[src/rtl/core_pkg.sv]
// Shared core definitions: datapath widths and load funct3 encodings.
// Imported by the writeback stage and its load-return queue.
package core_pkg;

  localparam int XLEN           = 64;
  localparam int REG_ADDR_WIDTH = 5;

  // Load types as encoded in funct3; 3'b111 is reserved.
  typedef enum logic [2:0] {
    LB  = 3'b000,
    LH  = 3'b001,
    LW  = 3'b010,
    LD  = 3'b011,
    LBU = 3'b100,
    LHU = 3'b101,
    LWU = 3'b110
  } load_funct3_e;

endpackage

[src/rtl/wb_lq_fifo.sv]
// Synchronous FIFO holding pending load returns as packed {rd, data} entries.
// DEPTH must be a power of two so the pointers wrap by natural overflow.
module wb_lq_fifo #(
  parameter int WIDTH = 69,
  parameter int DEPTH = 2,
  localparam int PTR_W = $clog2(DEPTH),
  localparam int CNT_W = PTR_W + 1
) (
  input  logic             clk,
  input  logic             rst_n,
  input  logic             push,
  input  logic [WIDTH-1:0] push_data,
  input  logic             pop,
  output logic [WIDTH-1:0] pop_data,
  output logic [CNT_W-1:0] count,
  output logic             full,
  output logic             empty
);

  logic [WIDTH-1:0] mem [DEPTH];
  logic [PTR_W-1:0] wr_ptr;
  logic [PTR_W-1:0] rd_ptr;
  logic             do_push;
  logic             do_pop;

  assign full     = (count == CNT_W'(DEPTH));
  assign empty    = (count == '0);
  assign do_push  = push && !full;
  assign do_pop   = pop && !empty;
  assign pop_data = mem[rd_ptr];

  // NOTE: storage has no reset; count/pointers alone define which entries are valid.
  always_ff @(posedge clk) begin
    if (do_push) mem[wr_ptr] <= push_data;
  end

  // NOTE: sequential state uses non-blocking assignments so all flops update together.
  always_ff @(posedge clk or negedge rst_n) begin
    if (!rst_n) begin
      wr_ptr <= '0;
      rd_ptr <= '0;
      count  <= '0;
    end else begin
      if (do_push) wr_ptr <= wr_ptr + 1'b1;
      if (do_pop)  rd_ptr <= rd_ptr + 1'b1;
      case ({do_push, do_pop})
        2'b10:   count <= count + 1'b1;
        2'b01:   count <= count - 1'b1;
        default: count <= count;
      endcase
    end
  end

endmodule

[src/rtl/wb_stage.sv]
// Writeback stage: arbitrates EX results against queued LSU load returns and
// drives the single registered register-file write port.
module wb_stage #(
  parameter int XLEN     = core_pkg::XLEN,
  parameter int ADDR_W   = core_pkg::REG_ADDR_WIDTH,
  parameter int LQ_DEPTH = 2
) (
  input  logic              clk,
  input  logic              rst_n,
  input  logic              alu_valid,
  input  logic [ADDR_W-1:0] alu_rd,
  input  logic [XLEN-1:0]   alu_data,
  input  logic              lsu_valid,
  output logic              lsu_ready,
  input  logic [ADDR_W-1:0] lsu_rd,
  input  logic [XLEN-1:0]   lsu_data,
  input  logic [2:0]        lsu_funct3,
  input  logic [2:0]        lsu_off,
  output logic              alu_stall,
  output logic              lq_empty,
  output logic              rd_wen,
  output logic [ADDR_W-1:0] rd_addr,
  output logic [XLEN-1:0]   rd_data,
  output logic              proto_err
);

  import core_pkg::*;

  localparam int CNT_W   = $clog2(LQ_DEPTH) + 1;
  localparam int ENTRY_W = ADDR_W + XLEN;

  // Lane selection uses only the low-order offset bits that matter for each size.
  function automatic logic [XLEN-1:0] load_extend(input logic [2:0]      funct3,
                                                  input logic [2:0]      off,
                                                  input logic [XLEN-1:0] dword);
    logic [7:0]  b;
    logic [15:0] h;
    logic [31:0] w;
    b = dword[{off, 3'b000} +: 8];
    h = dword[{off[2:1], 4'b0000} +: 16];
    w = dword[{off[2], 5'b00000} +: 32];
    case (funct3)
      LB:      load_extend = {{(XLEN-8){b[7]}}, b};
      LH:      load_extend = {{(XLEN-16){h[15]}}, h};
      LW:      load_extend = {{(XLEN-32){w[31]}}, w};
      LD:      load_extend = dword;
      LBU:     load_extend = {{(XLEN-8){1'b0}}, b};
      LHU:     load_extend = {{(XLEN-16){1'b0}}, h};
      LWU:     load_extend = {{(XLEN-32){1'b0}}, w};
      default: load_extend = '0;
    endcase
  endfunction

  logic               rst_sync_q;
  logic [CNT_W-1:0]   lq_count;
  logic               lq_full;
  logic               lq_push;
  logic               lq_pop;
  logic               alu_sel;
  logic [ENTRY_W-1:0] lq_head;
  logic [ADDR_W-1:0]  head_rd;
  logic [XLEN-1:0]    head_data;

  // lsu_ready is held low until the first clock edge after reset release.
  always_ff @(posedge clk or negedge rst_n) begin
    if (!rst_n) rst_sync_q <= 1'b0;
    else        rst_sync_q <= 1'b1;
  end

  // Ready and stall come from the registered count only: no same-cycle pop credit.
  assign lsu_ready = rst_sync_q && (lq_count < CNT_W'(LQ_DEPTH));
  assign alu_stall = lq_full;

  // Loads to x0 complete the handshake but never occupy a queue slot.
  assign lq_push = lsu_valid && lsu_ready && (lsu_rd != '0);
  assign alu_sel = alu_valid && (alu_rd != '0) && !alu_stall;
  assign lq_pop  = !alu_sel && !lq_empty;

  assign {head_rd, head_data} = lq_head;

  wb_lq_fifo #(
    .WIDTH (ENTRY_W),
    .DEPTH (LQ_DEPTH)
  ) u_lq (
    .clk       (clk),
    .rst_n     (rst_n),
    .push      (lq_push),
    .push_data ({lsu_rd, load_extend(lsu_funct3, lsu_off, lsu_data)}),
    .pop       (lq_pop),
    .pop_data  (lq_head),
    .count     (lq_count),
    .full      (lq_full),
    .empty     (lq_empty)
  );

  // Address/data hold their last written value; only rd_wen pulses.
  always_ff @(posedge clk or negedge rst_n) begin
    if (!rst_n) begin
      rd_wen    <= 1'b0;
      rd_addr   <= '0;
      rd_data   <= '0;
      proto_err <= 1'b0;
    end else begin
      rd_wen <= alu_sel || lq_pop;
      if (alu_sel) begin
        rd_addr <= alu_rd;
        rd_data <= alu_data;
      end else if (lq_pop) begin
        rd_addr <= head_rd;
        rd_data <= head_data;
      end
      if (alu_valid && alu_stall) proto_err <= 1'b1;
    end
  end

endmodule

[config.mk]
export PLATFORM = sky130hd
export DESIGN_NAME = wb_stage
export DESIGN_NICKNAME = d
export VERILOG_FILES = /design/src/rtl/core_pkg.sv /design/src/rtl/wb_lq_fifo.sv /design/src/rtl/wb_stage.sv
export SDC_FILE = /design/constraint.sdc
export NUM_CORES = 1
export LEC_CHECK = 0
export CORE_MARGIN = 4
export CORE_UTILIZATION = 55
export DETAILED_ROUTE_END_ITERATION = 8
export PLACE_DENSITY_LB_ADDON = 0.25
export SYNTH_ARGS = -nofsm -noshare
export SYNTH_HDL_FRONTEND = slang
export SYNTH_SLANG_ARGS = --single-unit
[constraint.sdc]
create_clock -name clk -period 10.7 [get_ports clk]
set_clock_uncertainty 0.05 [all_clocks]
set_input_delay 2.14 -clock clk [delete_from_list [all_inputs] [get_ports clk]]
set_output_delay 2.14 -clock clk [all_outputs]
set_load 0.01 [all_outputs]
==> flow_summary.json, run 1 <==
{
  "ys_seq_area_frac": 0.602,
  "rows": 49,
  "cts_max_level": 1,
  "drcViolationCount": 0,
  "die-width_um": 143,
  "fillers": 1250,
  "viasPerCell": 5.88,
  "wl_um": 26500,
  "maxCapViolations": 0,
  "chipHeight_um": 143,
  "layout.cells.most_common_list": "clkdlybuf4s50_1, edfxtp_1, nand2_1, mux2i_1, dfrtp_1",
  "met1_length_um": 10700,
  "path_clk_slew_ns": 0.06,
  "ios": 222,
  "multi_input_area_um2": 3640,
  "setup_viol": 0,
  "drive_gt1_frac": 0.0693,
  "syn-num-nets": 1029,
  "crit_path_end_kind": "register",
  "ys_ff_latch": 214,
  "timing.hold.ws_ns": 0.431,
  "synth_compound_area_frac": 0.109,
  "synth_xor_area_frac": 0.00511,
  "ys_warn_count": 0,
  "clock-sinks": 214,
  "highest_layer": "met4",
  "post_cts_buffers": 0,
  "critPathTopFamily": "buffers and inverters",
  "grt_setup_unrepaired": "no",
  "tightestPinTransition_ns": 1.11,
  "dr.first_iter.drc_count": 834,
  "critical_path_buf_inv_count": 2,
  "grt_use_total": 0.252,
  "p_clk_frac": 0.233,
  "hold_viol": 0,
  "cts.path.max_buffers": 3,
  "core_area_um2": 18000,
  "crit_path_start_kind": "primary input",
  "min-delay-path-class": "register to register",
  "nNetsFinal": 1215,
  "leakagePower_nw": 5.10,
  "cp.arrival_ns": 4.97,
  "cts_buffers": 23,
  "outcome": "finished clean",
  "antenna_cells": 0,
  "p_per_area_nw_per_um2": 234,
  "synth_top_family_by_area": "multiplexers",
  "wire_per_inst_um": 20.2,
  "fin_crit_sh": 0.453,
  "post-route-util": 0.721,
  "muxShareOfSynthArea": 0.122,
  "grt_max_degree": 91,
  "drtPass1Iterations": 8,
  "grt_pass1_vias": 7625,
  "period_minus_slack_ns": 4.84,
  "synth.avg_cell_area_um2": 11.4,
  "wl_met3_um": 2290,
  "async_reset_ff_frac": 0.355,
  "fmax_ghz": 0.207,
  "synth_edf_count": 138,
  "gp_congestion": 0.966,
  "crit_chain": "clkdlybuf4s50_1 -> mux2_2 -> or3_1 -> nand4_1 -> buf_4 -> nand3_1",
  "cpMaxStageDelayCell": "clkdlybuf4s50_1",
  "layout_commonest_cell": "clkdlybuf4s50_1",
  "p_comb_frac": 0.365,
  "cts_tree": "done",
  "detailroute.via_count": 7705,
  "cts-root-buf": "clkbuf_16",
  "drtAntennaViolNets": 0,
  "p_int_mw": 2.03,
  "path_max_fanout": 56,
  "cts-hold-fix-buffers": 0,
  "synth_flop_cell": "edfxtp_1",
  "crit_type": "primary input to register",
  "setup_tns_ns": 0,
  "power_switching_share": 0.329,
  "dp_hpwl_um": 18500,
  "finalMaxSlewViolations": 0,
  "insertion_delay_ns": 0.49,
  "vdd_drop_max_uv": 166,
  "regArea_um2": 6050,
  "grt-ovfl-total": 0,
  "antenna_found_initial": 0,
  "synthCells": 880,
  "slew_headroom": 0.258,
  "p_sw_uw": 998,
  "slowest_delay_ns": 1.20,
  "io_buffers": 221,
  "p_seq_frac": 0.402,
  "critical_path_required_ns": 10.82,
  "synthAdderAreaFrac": 0.00125,
  "dieArea_um2": 20500,
  "grt_pass1_wl_um": 40400,
  "cts_resized": 0,
  "wl_met2_um": 12700,
  "area_growth_pct": 29.0,
  "syn-cell-area_um2": 10000,
  "synth.distinct_cells": 51,
  "yosys.area_share.simple": 0.121,
  "initial_core_util": 0.559
}
[Yosys cell counts, types with 2 or more instances]
cell type / instances / share of area
edfxtp_1: 138 / 0.41
nand2_1: 121 / 0.045
mux2i_1: 84 / 0.084
nor2_1: 78 / 0.029
dfrtp_1: 76 / 0.19
a21oi_1: 72 / 0.036
nand3_1: 55 / 0.027
o21ai_0: 42 / 0.021
clkbuf_1: 34 / 0.013
o21ai_1: 30 / 0.015
buf_2: 22 / 0.011
mux2_2: 22 / 0.025
a22oi_1: 17 / 0.013
a222oi_1: 12 / 0.012
buf_6: 7 / 0.0079
mux4_2: 6 / 0.013
buf_4: 5 / 0.0037
inv_1: 5 / 0.0019
nand2b_1: 5 / 0.0031
nand4_1: 4 / 0.0025
nor2b_1: 4 / 0.0025
nand3b_1: 3 / 0.0022
xnor2_1: 3 / 0.0026
a31oi_1: 2 / 0.0012
and2_1: 2 / 0.0012
and3_1: 2 / 0.0012
clkbuf_2: 2 / 0.0010
nor3_1: 2 / 0.0010
o31ai_1: 2 / 0.0015
or4_1: 2 / 0.0015
[kinds of logic after synthesis]
group / after synthesis
flops: 214
xor+xnor: 5
buf+inv: 76
mux: 112
simple gates: 282
fa+ha+maj: 1
other cells: 1
compound gates: 189
[power groups by stage]
stage	logic (mW)	clock network, mW	registers, mW
final	1.11	0.706	1.22
after global routing	1.21	0.753	1.24
after CTS	1.12	0.716	1.22
after detailed placement	1.11	0	1.23
after global placement	1.08	0	1.22
after floorplan	0.596	0	1.25
[flip-flops by register name, indices dropped and copies added, names as in the netlist]
| name | flops |
|---|---|
| proto_err | 1 |
| u_lq.rd_ptr | 1 |
| u_lq.count | 2 |
| rd_data | 64 |
| u_lq.wr_ptr | 1 |
| rd_wen | 1 |
| rd_addr | 5 |
| u_lq.mem | 138 |
| rst_sync_q | 1 |
[through the flow]
step | cell area, um2 | cells | worst slack [ns] | power (mW)
2_1_floorplan | 10000 | 880 | 4.86 | 1.85
3_3_place_gp | 12300 | 1270 | 5.52 | 2.31
3_5_place_dp | 12300 | 1270 | 5.42 | 2.35
4_1_cts | 12900 | 1311 | 5.94 | 3.05
5_1_grt | 12900 | 1311 | 5.74 | 3.20
6_report | 12900 | 1311 | 5.86 | 3.03
[layer usage]
layer	up-vias	global-route usage
met5	-	0
met4	0	0.0810
met3	61	0.0512
met2	361	0.410
met1	3707	0.341
li1	3576	-
[final cells by class]
class / count / share of cell area
clock buffers: 36 / 0.0490
inverters: 5 / 0.00145
clock inverters: 5 / 0.00184
multi-input cells: 590 / 0.281
flip-flops and latches: 214 / 0.467
repair buffers: 232 / 0.177
well taps: 229 / 0.0221
[worst register-to-register path, cell delays in order, from the launching register on]
cell     delay, ns
dfrtp_1       0.45
nor2_4        0.15
buf_4         0.45
buf_4         0.76
nor2_1        0.26
a21oi_1       0.16
o21ai_0       0.11
[final timing paths]
check	from	to	slack [ns]	cells past startpoint
worst max-delay path	lsu_off[1]	u_lq.mem[1][54]	5.86	6
worst min-delay path	proto_err	proto_err	0.43	1
worst max register to register	u_lq.count[0]	rd_data[32]	8.16	6
worst min register to register	proto_err	proto_err	0.43	1
max in group asynchronous	rst_n	u_lq.rd_ptr	8.03	2
min in group asynchronous	rst_n	rd_data[46]	1.48	1
Note: power is estimated with default switching activity, not from simulation.
==> run 2: changes to the inputs <==
CORE_UTILIZATION = 51   (was 55)
clock period = 5 ns   (was 10.7 ns; I/O delays follow)
==> flow_summary.json, run 2 (same netlist as run 1, synthesis figures left out) <==
{
  "outcome": "finished clean",
  "vdd_drop_max_uv": 244,
  "grt-ovfl-total": 0,
  "grt_use_total": 0.243,
  "postLayoutCellArea_um2": 13200,
  "cp.arrival_ns": 3.55,
  "chipHeight_um": 148,
  "detailroute.via_count": 7737,
  "min-delay-path-class": "register to register",
  "r2r-start": "u_lq.count[0]",
  "maxCapViolations": 0,
  "grt_max_degree": 89,
  "slowest_delay_ns": 1.03,
  "layout.cells.most_common_list": "clkdlybuf4s50_1, edfxtp_1, nand2_1, mux2i_1, dfrtp_1",
  "post_cts_buffers": 0,
  "setup_viol": 0,
  "crit_path_end_kind": "register",
  "fin_cells": 1349,
  "grt_pass1_wl_um": 42300,
  "largest_reg_flops": 138,
  "viasPerCell": 5.74,
  "tightestPinTransition_ns": 1.01,
  "ios": 222,
  "core_area_um2": 19400,
  "cts_resized": 0,
  "cts.path.max_buffers": 3,
  "initial_core_util": 0.517,
  "leakagePower_nw": 5.19,
  "path_max_fanout": 56,
  "p_int_mw": 4.62,
  "antenna_found_initial": 0,
  "fmax_ghz": 0.293,
  "cts-root-buf": "clkbuf_16",
  "p_sw_mw": 2.17,
  "io_buffers": 221,
  "wire_per_inst_um": 20.1,
  "clock-sinks": 214,
  "p_comb_frac": 0.344,
  "p_per_area_nw_per_um2": 516,
  "drtAntennaViolNets": 0,
  "grt_setup_unrepaired": "no",
  "cts_max_level": 1,
  "dp_hpwl_um": 18500,
  "p_total_mw": 6.80,
  "fillers": 1484,
  "drtPass1Iterations": 8,
  "crit_type": "primary input to register",
  "period_minus_slack_ns": 3.42,
  "slew_headroom": 0.327,
  "crit_chain": "clkdlybuf4s50_1 -> inv_1 -> or3_1 -> nand4_1 -> buf_4 -> nand3_1",
  "post-place-cells": 1308,
  "critPathTopFamily": "buffers and inverters",
  "hold_viol": 0,
  "startpoint": "lsu_off[0]",
  "setup_tns_ns": 0,
  "cts_tree": "done",
  "area_growth_pct": 31.2,
  "fin_crit_sh": 0.683,
  "reg_top3": "u_lq.mem (138), rd_data (64), rd_addr (5)",
  "insertion_delay_ns": 0.51,
  "drcViolationCount": 0,
  "p_clk_frac": 0.266,
  "regMostFlops": "u_lq.mem",
  "path_clk_slew_ns": 0.06,
  "post-route-util": 0.678,
  "layout_commonest_cell": "clkdlybuf4s50_1",
  "cts_buffers": 23,
  "wl_um": 27100,
  "dr.first_iter.drc_count": 667,
  "dieArea_um2": 22000,
  "finalMaxSlewViolations": 0,
  "p_seq_frac": 0.389,
  "drive_gt1_frac": 0.0803,
  "cts-hold-fix-buffers": 0,
  "rows": 51,
  "critical_path_buf_inv_count": 3,
  "nNetsFinal": 1217,
  "power_switching_share": 0.320,
  "die-width_um": 148,
  "cpMaxStageDelayCell": "clkdlybuf4s50_1",
  "antenna_cells": 0,
  "place_area_um2": 12300,
  "critical_path_required_ns": 5.13,
  "crit_path_start_kind": "primary input",
  "gp_congestion": 0.963,
  "grt_pass1_vias": 7624,
  "min_from": "proto_err"
}
[run 2: routing by layer]
metal	routed length [um]	share of wire	track usage	up-vias
met3	2500	0.092	0.0442	62
met1	11100	0.41	0.348	3705
met2	12700	0.47	0.383	389
li1	-	-	-	3581
met5	0	0	0	-
met4	806	0.030	0.0725	0
[run 2: worst paths after layout]
check	end	slack [ns]	cells past startpoint
worst max-delay path	u_lq.mem[1][58]	1.58	6
worst min-delay path	proto_err	0.41	1
worst max register to register	u_lq.count[1]	2.34	7
worst min register to register	proto_err	0.41	1
max in group asynchronous	u_lq.rd_ptr	3.51	1
min in group asynchronous	rd_data[43]	0.61	1
[run 2: area by class of cell]
type | count | area, um2 | area share
Tap cell | 265 | 332 | 0.0252
Timing Repair Buffer | 234 | 2310 | 0.175
Clock inverter | 15 | 199 | 0.0151
Clock buffer | 26 | 617 | 0.0469
Inverter | 5 | 18.8 | 0.00143
Sequential cell | 214 | 6050 | 0.460
Multi-Input combinational cell | 590 | 3640 | 0.276
[run 2: power by group through the flow]
stage / Combinational, mW / Sequential [mW] / Clock (mW)
2_1_floorplan: 1.27 / 2.68 / 0
5_1_grt: 2.56 / 2.70 / 1.92
4_1_cts: 2.37 / 2.65 / 1.84
3_3_place_gp: 2.30 / 2.66 / 0
3_5_place_dp: 2.35 / 2.68 / 0
6_report: 2.34 / 2.65 / 1.81
[run 2: through the flow]
step / setup WS [ns] / hold WS [ns]
3_3_place_gp: 1.25 / 0.396
3_5_place_dp: 1.12 / 0.393
6_report: 1.58 / 0.405
4_1_cts: 1.63 / 0.410
5_1_grt: 1.48 / 0.417
2_1_floorplan: 0.296 / 0.418
